$ cat config.mk
export PLATFORM = sky130hd
export DESIGN_NAME = spi_slave
export DESIGN_NICKNAME = d
export VERILOG_FILES = /design/src/rtl/spi_pkg.sv /design/src/rtl/spi_sync_edge.sv /design/src/rtl/spi_slave.sv
export SDC_FILE = /design/constraint.sdc
export NUM_CORES = 1
export LEC_CHECK = 0
export BUFFER_PORTS_ARGS = -buffer_cell sky130_fd_sc_hd__buf_4
export CORE_ASPECT_RATIO = 1.1
export CORE_MARGIN = 4
export CORE_UTILIZATION = 56
export DETAILED_ROUTE_END_ITERATION = 8
export GPL_TIMING_DRIVEN = 1
export PLACE_DENSITY = 0.88
export SLEW_MARGIN = 20
export SYNTH_ARGS = -nofsm -noshare
export SYNTH_HDL_FRONTEND = slang
export SYNTH_SLANG_ARGS = --single-unit
$ cat constraint.sdc
create_clock -name i_clk -period 5.04 [get_ports i_clk]
set_input_delay 0 -clock i_clk [delete_from_list [all_inputs] [get_ports i_clk]]
set_output_delay 0 -clock i_clk [all_outputs]
set_load 0.02 [all_outputs]
$ cat src/rtl/spi_pkg.sv
// spi_pkg: FSM state encodings and SPI mode constants ({cpol,cpha}) shared by the responder and benches.
package spi_pkg;
   typedef enum logic [1:0] {
      S_IDLE  = 2'd0,
      S_SHIFT = 2'd1,
      S_DONE  = 2'd2,
      S_HOLD  = 2'd3
   } spi_state_e;
   localparam logic [1:0] MODE0 = 2'b00;
   localparam logic [1:0] MODE1 = 2'b01;
   localparam logic [1:0] MODE2 = 2'b10;
   localparam logic [1:0] MODE3 = 2'b11;
endpackage

$ cat src/rtl/spi_sync_edge.sv
// spi_sync_edge: multi-flop synchroniser with a delay flop for rise/fall detection on the synchronised level.
module spi_sync_edge #(
   parameter int   SYNC_STAGES = 2,
   parameter logic RST_VAL     = 1'b0
) (
   input  logic i_clk,
   input  logic i_rst,
   input  logic i_d,
   output logic o_q,
   output logic o_rise,
   output logic o_fall
);
   logic [SYNC_STAGES-1:0] sync_q, sync_d;
   logic                   dly_q, dly_d;
   always_comb begin
      sync_d = {sync_q[SYNC_STAGES-2:0], i_d};
      dly_d  = sync_q[SYNC_STAGES-1];
   end
   always_ff @(posedge i_clk)
      if (i_rst) begin
         sync_q <= {SYNC_STAGES{RST_VAL}};
         dly_q  <= RST_VAL;
      end else begin
         sync_q <= sync_d;
         dly_q  <= dly_d;
      end
   assign o_q    = sync_q[SYNC_STAGES-1];
   assign o_rise = o_q & ~dly_q;
   assign o_fall = ~o_q & dly_q;
endmodule

$ cat src/rtl/spi_slave.sv
// spi_slave: oversampling SPI responder; one DATA_WIDTH frame per CS-low window, MSB first, all four modes.
module spi_slave
   import spi_pkg::*;
#(
   parameter int DATA_WIDTH  = 16,
   parameter int SYNC_STAGES = 2
) (
   input  logic                  i_clk,
   input  logic                  i_rst,
   input  logic                  i_cpol,
   input  logic                  i_cpha,
   input  logic                  i_spi_clk,
   input  logic                  i_cs,
   input  logic                  i_mosi,
   output logic                  o_miso,
   output logic                  o_miso_oe,
   input  logic [DATA_WIDTH-1:0] i_miso_data,
   output logic [DATA_WIDTH-1:0] o_mosi_data,
   output logic                  o_valid,
   output logic                  o_abort,
   output logic                  o_overrun,
   output logic [31:0]           mosi_m_axis_tdata,
   output logic                  mosi_m_axis_tvalid,
   output logic [1:0]            o_spi_state
);
   localparam int CW = $clog2(DATA_WIDTH) + 1;
   spi_state_e            state_q, state_d;
   logic [DATA_WIDTH-1:0] tx_sh_q, tx_sh_d, rx_sh_q, rx_sh_d, mosi_data_q, mosi_data_d;
   logic [CW-1:0]         bit_cnt_q, bit_cnt_d;
   logic [SYNC_STAGES-1:0] mosi_sync_q, mosi_sync_d;
   logic cpol_q, cpol_d, cpha_q, cpha_d, first_q, first_d;
   logic overrun_q, overrun_d, valid_q, valid_d, abort_q, abort_d;
   logic sclk_s, sclk_rise, sclk_fall, cs_s, cs_rise, cs_fall;
   logic mosi_s, sclk_edge, lead, trail, sample, shift;

   spi_sync_edge #(.SYNC_STAGES(SYNC_STAGES), .RST_VAL(1'b0)) u_sclk (
      .i_clk(i_clk), .i_rst(i_rst), .i_d(i_spi_clk), .o_q(sclk_s), .o_rise(sclk_rise), .o_fall(sclk_fall)
   );
   spi_sync_edge #(.SYNC_STAGES(SYNC_STAGES), .RST_VAL(1'b1)) u_cs (
      .i_clk(i_clk), .i_rst(i_rst), .i_d(i_cs), .o_q(cs_s), .o_rise(cs_rise), .o_fall(cs_fall)
   );

   // A lead edge leaves the idle level, so the new level differs from cpol.
   always_comb begin
      mosi_sync_d = {mosi_sync_q[SYNC_STAGES-2:0], i_mosi};
      mosi_s      = mosi_sync_q[SYNC_STAGES-1];
      sclk_edge   = sclk_rise | sclk_fall;
      lead        = sclk_edge & (sclk_s != cpol_q);
      trail       = sclk_edge & (sclk_s == cpol_q);
      sample      = cpha_q ? trail : lead;
      shift       = cpha_q ? (lead & ~first_q) : trail;
   end

   always_comb begin
      tx_sh_d     = tx_sh_q;
      rx_sh_d     = rx_sh_q;
      bit_cnt_d   = bit_cnt_q;
      cpol_d      = cpol_q;
      cpha_d      = cpha_q;
      first_d     = first_q;
      overrun_d   = overrun_q;
      mosi_data_d = mosi_data_q;
      if (state_q == S_IDLE && cs_fall) begin
         cpol_d    = i_cpol;
         cpha_d    = i_cpha;
         tx_sh_d   = i_miso_data;
         bit_cnt_d = '0;
         overrun_d = 1'b0;
         first_d   = 1'b1;
      end
      if (state_q == S_SHIFT) begin
         if (sample) begin
            rx_sh_d   = {rx_sh_q[DATA_WIDTH-2:0], mosi_s};
            bit_cnt_d = bit_cnt_q + CW'(1);
         end
         if (shift) tx_sh_d = tx_sh_q << 1;
         if (lead) first_d = 1'b0;
      end
      if (state_q == S_DONE) mosi_data_d = rx_sh_q;
      // Only leads count as overrun: the CPHA=0 final trail is still part of the frame.
      if (state_q == S_HOLD && lead) overrun_d = 1'b1;
      valid_d = state_q == S_DONE;
      abort_d = state_q == S_SHIFT && cs_rise && bit_cnt_d != CW'(DATA_WIDTH);
   end

   always_comb begin
      state_d = state_q;
      case (state_q)
         S_IDLE:  state_d = cs_fall ? S_SHIFT : S_IDLE;
         S_SHIFT: state_d = (bit_cnt_d == CW'(DATA_WIDTH)) ? S_DONE : cs_rise ? S_IDLE : S_SHIFT;
         S_DONE:  state_d = S_HOLD;
         S_HOLD:  state_d = cs_s ? S_IDLE : S_HOLD;
         default: state_d = S_IDLE;
      endcase
   end

   always_ff @(posedge i_clk)
      if (i_rst) begin
         state_q     <= S_IDLE;
         tx_sh_q     <= '0;
         rx_sh_q     <= '0;
         bit_cnt_q   <= '0;
         cpol_q      <= 1'b0;
         cpha_q      <= 1'b0;
         first_q     <= 1'b0;
         mosi_data_q <= '0;
         overrun_q   <= 1'b0;
         valid_q     <= 1'b0;
         abort_q     <= 1'b0;
         mosi_sync_q <= '0;
      end else begin
         state_q     <= state_d;
         tx_sh_q     <= tx_sh_d;
         rx_sh_q     <= rx_sh_d;
         bit_cnt_q   <= bit_cnt_d;
         cpol_q      <= cpol_d;
         cpha_q      <= cpha_d;
         first_q     <= first_d;
         mosi_data_q <= mosi_data_d;
         overrun_q   <= overrun_d;
         valid_q     <= valid_d;
         abort_q     <= abort_d;
         mosi_sync_q <= mosi_sync_d;
      end

   always_comb begin
      o_miso_oe = state_q != S_IDLE;
      o_miso    = o_miso_oe & tx_sh_q[DATA_WIDTH-1];
   end

   assign o_mosi_data        = mosi_data_q;
   assign o_valid            = valid_q;
   assign o_abort            = abort_q;
   assign o_overrun          = overrun_q;
   assign mosi_m_axis_tdata  = 32'(mosi_data_q);
   assign mosi_m_axis_tvalid = valid_q;
   assign o_spi_state        = state_q;
endmodule
==> impl_metrics.env <==
export IMPL_synth_top_area_frac=0.4594
export IMPL_grt_max_degree=72
export IMPL_multi_input_area_sq_um=1331
export IMPL_synth_cells=371
export IMPL_final_util=0.7189
export IMPL_cts_clk_slew_worst_paths_ps=70
export IMPL_finalPower_mw=1.037
export IMPL_grt_use_total=0.1834
export IMPL_synth_edf_count=0
export IMPL_wl_um=5914
export IMPL_arrival_ps=2430
export IMPL_cp_end_kind="flop"
export IMPL_antenna_found_initial=0
export IMPL_intPower_mw=0.7921
export IMPL_grt_first_pass_wirelength_um=9846
export IMPL_drt_iter0_drc=160
export IMPL_num_rows=27
export IMPL_dieHeight_um=84.85
export IMPL_synthMostInstantiatedCell="nand2_1"
export IMPL_ys_ff_latch=69
export IMPL_slew_viol_final=0
export IMPL_port_buffers=62
export IMPL_p_leak_nw=1.461
export IMPL_synth_mux_area_frac=0.01540
export IMPL_post_drt_wl_per_cell_um=11.90
export IMPL_critPathRequiredTime_ps=5250
export IMPL_dr_total_vias=2546
export IMPL_min_period_ps=2219
export IMPL_synth_adder_area_share=0.004161
export IMPL_worstMarginPinSlew_ps=1067
export IMPL_vias_per_cell=5.123
export IMPL_synthArstFlopShare=0
export IMPL_power_density_nw_per_um2=282.8
export IMPL_synth_xor_area_frac=0.002913
export IMPL_dieArea_sq_um=6607
export IMPL_fmax_mhz=450.6
export IMPL_vdd_drop_max_mv=0.1949
export IMPL_synth_ff_type="dfxtp_1"
export IMPL_fillers=395
export IMPL_ys_warnings_count=0
export IMPL_grt_pass1_vias=2244
export IMPL_crit_type="reg -> reg"
export IMPL_final_layout_size_suffix_gt1_frac=0.2118
export IMPL_max_stage_delay_ps=980
export IMPL_outcome="finished, final reports clean"
export IMPL_cp_max_fo=21
export IMPL_seq_area_sq_um=1381
export IMPL_num_nets_final=444
export IMPL_syn_avg_cell_area_sq_um=8.104
export IMPL_yosys_top_cells_count="103 x nand2_1, 69 x dfxtp_1, 41 x a21oi_1"
export IMPL_finalWeightedCongestion=0.7389
export IMPL_ys_seq_area_frac=0.4594
export IMPL_p_seq_frac=0.542
export IMPL_synthSimpleGateAreaFrac=0.2426
export IMPL_stdcell_count=497
export IMPL_switching_share=0.2364
export IMPL_start_util=0.5894
export IMPL_drv_cap=0
export IMPL_ctsLongestPathBuffers=2
export IMPL_synth_top_family_by_area="simple AND/OR/NAND/NOR gates"
export IMPL_firstDrtPassIters=4
export IMPL_finalSetupTns_ps=0
export IMPL_synth_compound_area_frac=0.1473
export IMPL_num_antenna_cells=0
export IMPL_cts_inserted_buffers=9
export IMPL_worst_hold_slack_ps=190.6
export IMPL_dp_cells=460
export IMPL_min_period_over_period=0.4403
export IMPL_hold_viol_final=0
export IMPL_slew_headroom=0.2855
export IMPL_crit_family="simple AND/OR/NAND/NOR gates"
export IMPL_cts_resized=0
export IMPL_clock_skew_ps=7.321
export IMPL_cpMaxStageDelayCell="nor4b_4"
export IMPL_path_cells="nor4b_4 > o31ai_1 > a31oi_1 > and4b_1 > o2bb2ai_1"
export IMPL_htree_levels=3
export IMPL_ctsRootBufferMaster="clkbuf_8"
export IMPL_netlist_area_sq_um=3007
export IMPL_cts_tree="built"
export IMPL_gr_total_overflow=0
export IMPL_pwr_share_comb=0.072
export IMPL_yosysUniqueCellTypes=41
export IMPL_syn_to_final_growth_pct=21.97
export IMPL_cts_sinks=69
export IMPL_hp_class="in -> reg"
export IMPL_clock_latency_ps=340
export IMPL_rsz0062_at_grt="false"
export IMPL_ant_nets=0
export IMPL_route_detailed_drc=0
export IMPL_core_region_area_sq_um=5101
export IMPL_die_x_um=77.87
export IMPL_p_sw_mw=0.2452
export IMPL_io_pins=79
export IMPL_crit_buf_inv=0
export IMPL_pwr_share_clk=0.386
export IMPL_synth_area_top_cells="dfxtp_1 46%, nand2_1 13%, buf_4 8.5%, a21oi_1 6.8%, a311oi_1 4.4%"
export IMPL_setup_viol=0
export IMPL_dp_hpwl_um=3731
export IMPL_synth_top_cell_by_area="dfxtp_1"
export IMPL_start_kind="flop"
## repair_timing
item	4_1_cts	5_1_grt
setup buffers	0	0
hold buffers	21	0
endpoints found under the hold margin	21	0
## stage by stage
stage | cell area, sq um | worst slack [ps]
final | 3667 | 2821
after floorplan | 3063 | 3290
after CTS | 3649 | 2507
after global placement | 3261 | 2625
after detailed placement | 3261 | 2523
after global routing | 3667 | 2603
## power by group through the flow
| stage | registers (mW) | logic, mW | clock network (mW) |
|---|---|---|---|
| 6_report | 0.562 | 0.0749 | 0.401 |
| 3_5_place_dp | 0.574 | 0.0601 | 0 |
| 2_1_floorplan | 0.572 | 0.0518 | 0 |
| 5_1_grt | 0.563 | 0.0818 | 0.435 |
| 3_3_place_gp | 0.573 | 0.0588 | 0 |
| 4_1_cts | 0.562 | 0.0730 | 0.408 |
## metal layers
layer  vias to the layer above  wire length [um]  part of all wire  global-route usage
li1                       1284                 -                 -                   -
met1                      1181              2480              0.42              0.2137
met5                         -                 0                 0                   0
met4                         0               112             0.019             0.08576
met2                        71              2948              0.50              0.3084
met3                        10               373             0.063             0.05414
## sequential cells by signal (all words and copies together) (netlist names)
name,flops
first_q,1
cpha_q,1
u_cs.sync_q,2
u_sclk.dly_q,1
mosi_m_axis_tvalid,1
tx_sh_q,16
mosi_sync_q,2
cpol_q,1
o_overrun,1
o_spi_state,2
o_abort,1
o_mosi_data,16
u_sclk.sync_q,2
rx_sh_q,16
bit_cnt_q,5
u_cs.dly_q,1
## cells by family after synthesis
group	count (synthesis)
adders and majority gates	1
other	1
and+or+nand+nor	162
DFF	69
xor gates and xnor gates	1
buffers and inverters	63
muxes	4
AOI/OAI and AO/OA	70
## cell usage in the layout (no fill, tap or decap), drive strengths merged, types with 2 or more instances in the layout
cell         count
a21oi           41
a311oi          15
and4bb           2
buf             62
clkbuf          12
clkinv           3
conb            16
dfxtp           69
dlygate4sd3     21
inv              3
mux2             2
mux2i            2
nand2          103
nand2b           4
nand3            4
nand3b           4
nor2            22
nor2b            8
nor3             3
o211ai           3
o21ai            3
or2              4
or3              3
or3b             2
## worst paths after layout
kind | startpoint | to | slack [ps] | cells after the start
worst max-delay path | o_spi_state[1]$_SDFF_PP0_ | o_spi_state[1]$_SDFF_PP0_ | 2820 | 5
worst min-delay path | i_rst | bit_cnt_q[0]$_SDFF_PP0_ | 190 | 2
worst max register to register | o_spi_state[1]$_SDFF_PP0_ | o_spi_state[1]$_SDFF_PP0_ | 2820 | 5
worst min register to register | u_cs.sync_q[0]$_SDFF_PP1_ | u_cs.sync_q[1]$_SDFF_PP1_ | 410 | 1
## area by class of cell
cell class,instances,share of cell area
multi-input combinational,254,0.3630
clock inverter,4,0.006141
tap,72,0.02456
sequential,69,0.3767
inverter,3,0.003071
clock buffer,12,0.04231
timing repair buffer,83,0.1842
Note: power is estimated with default switching activity, not from simulation.
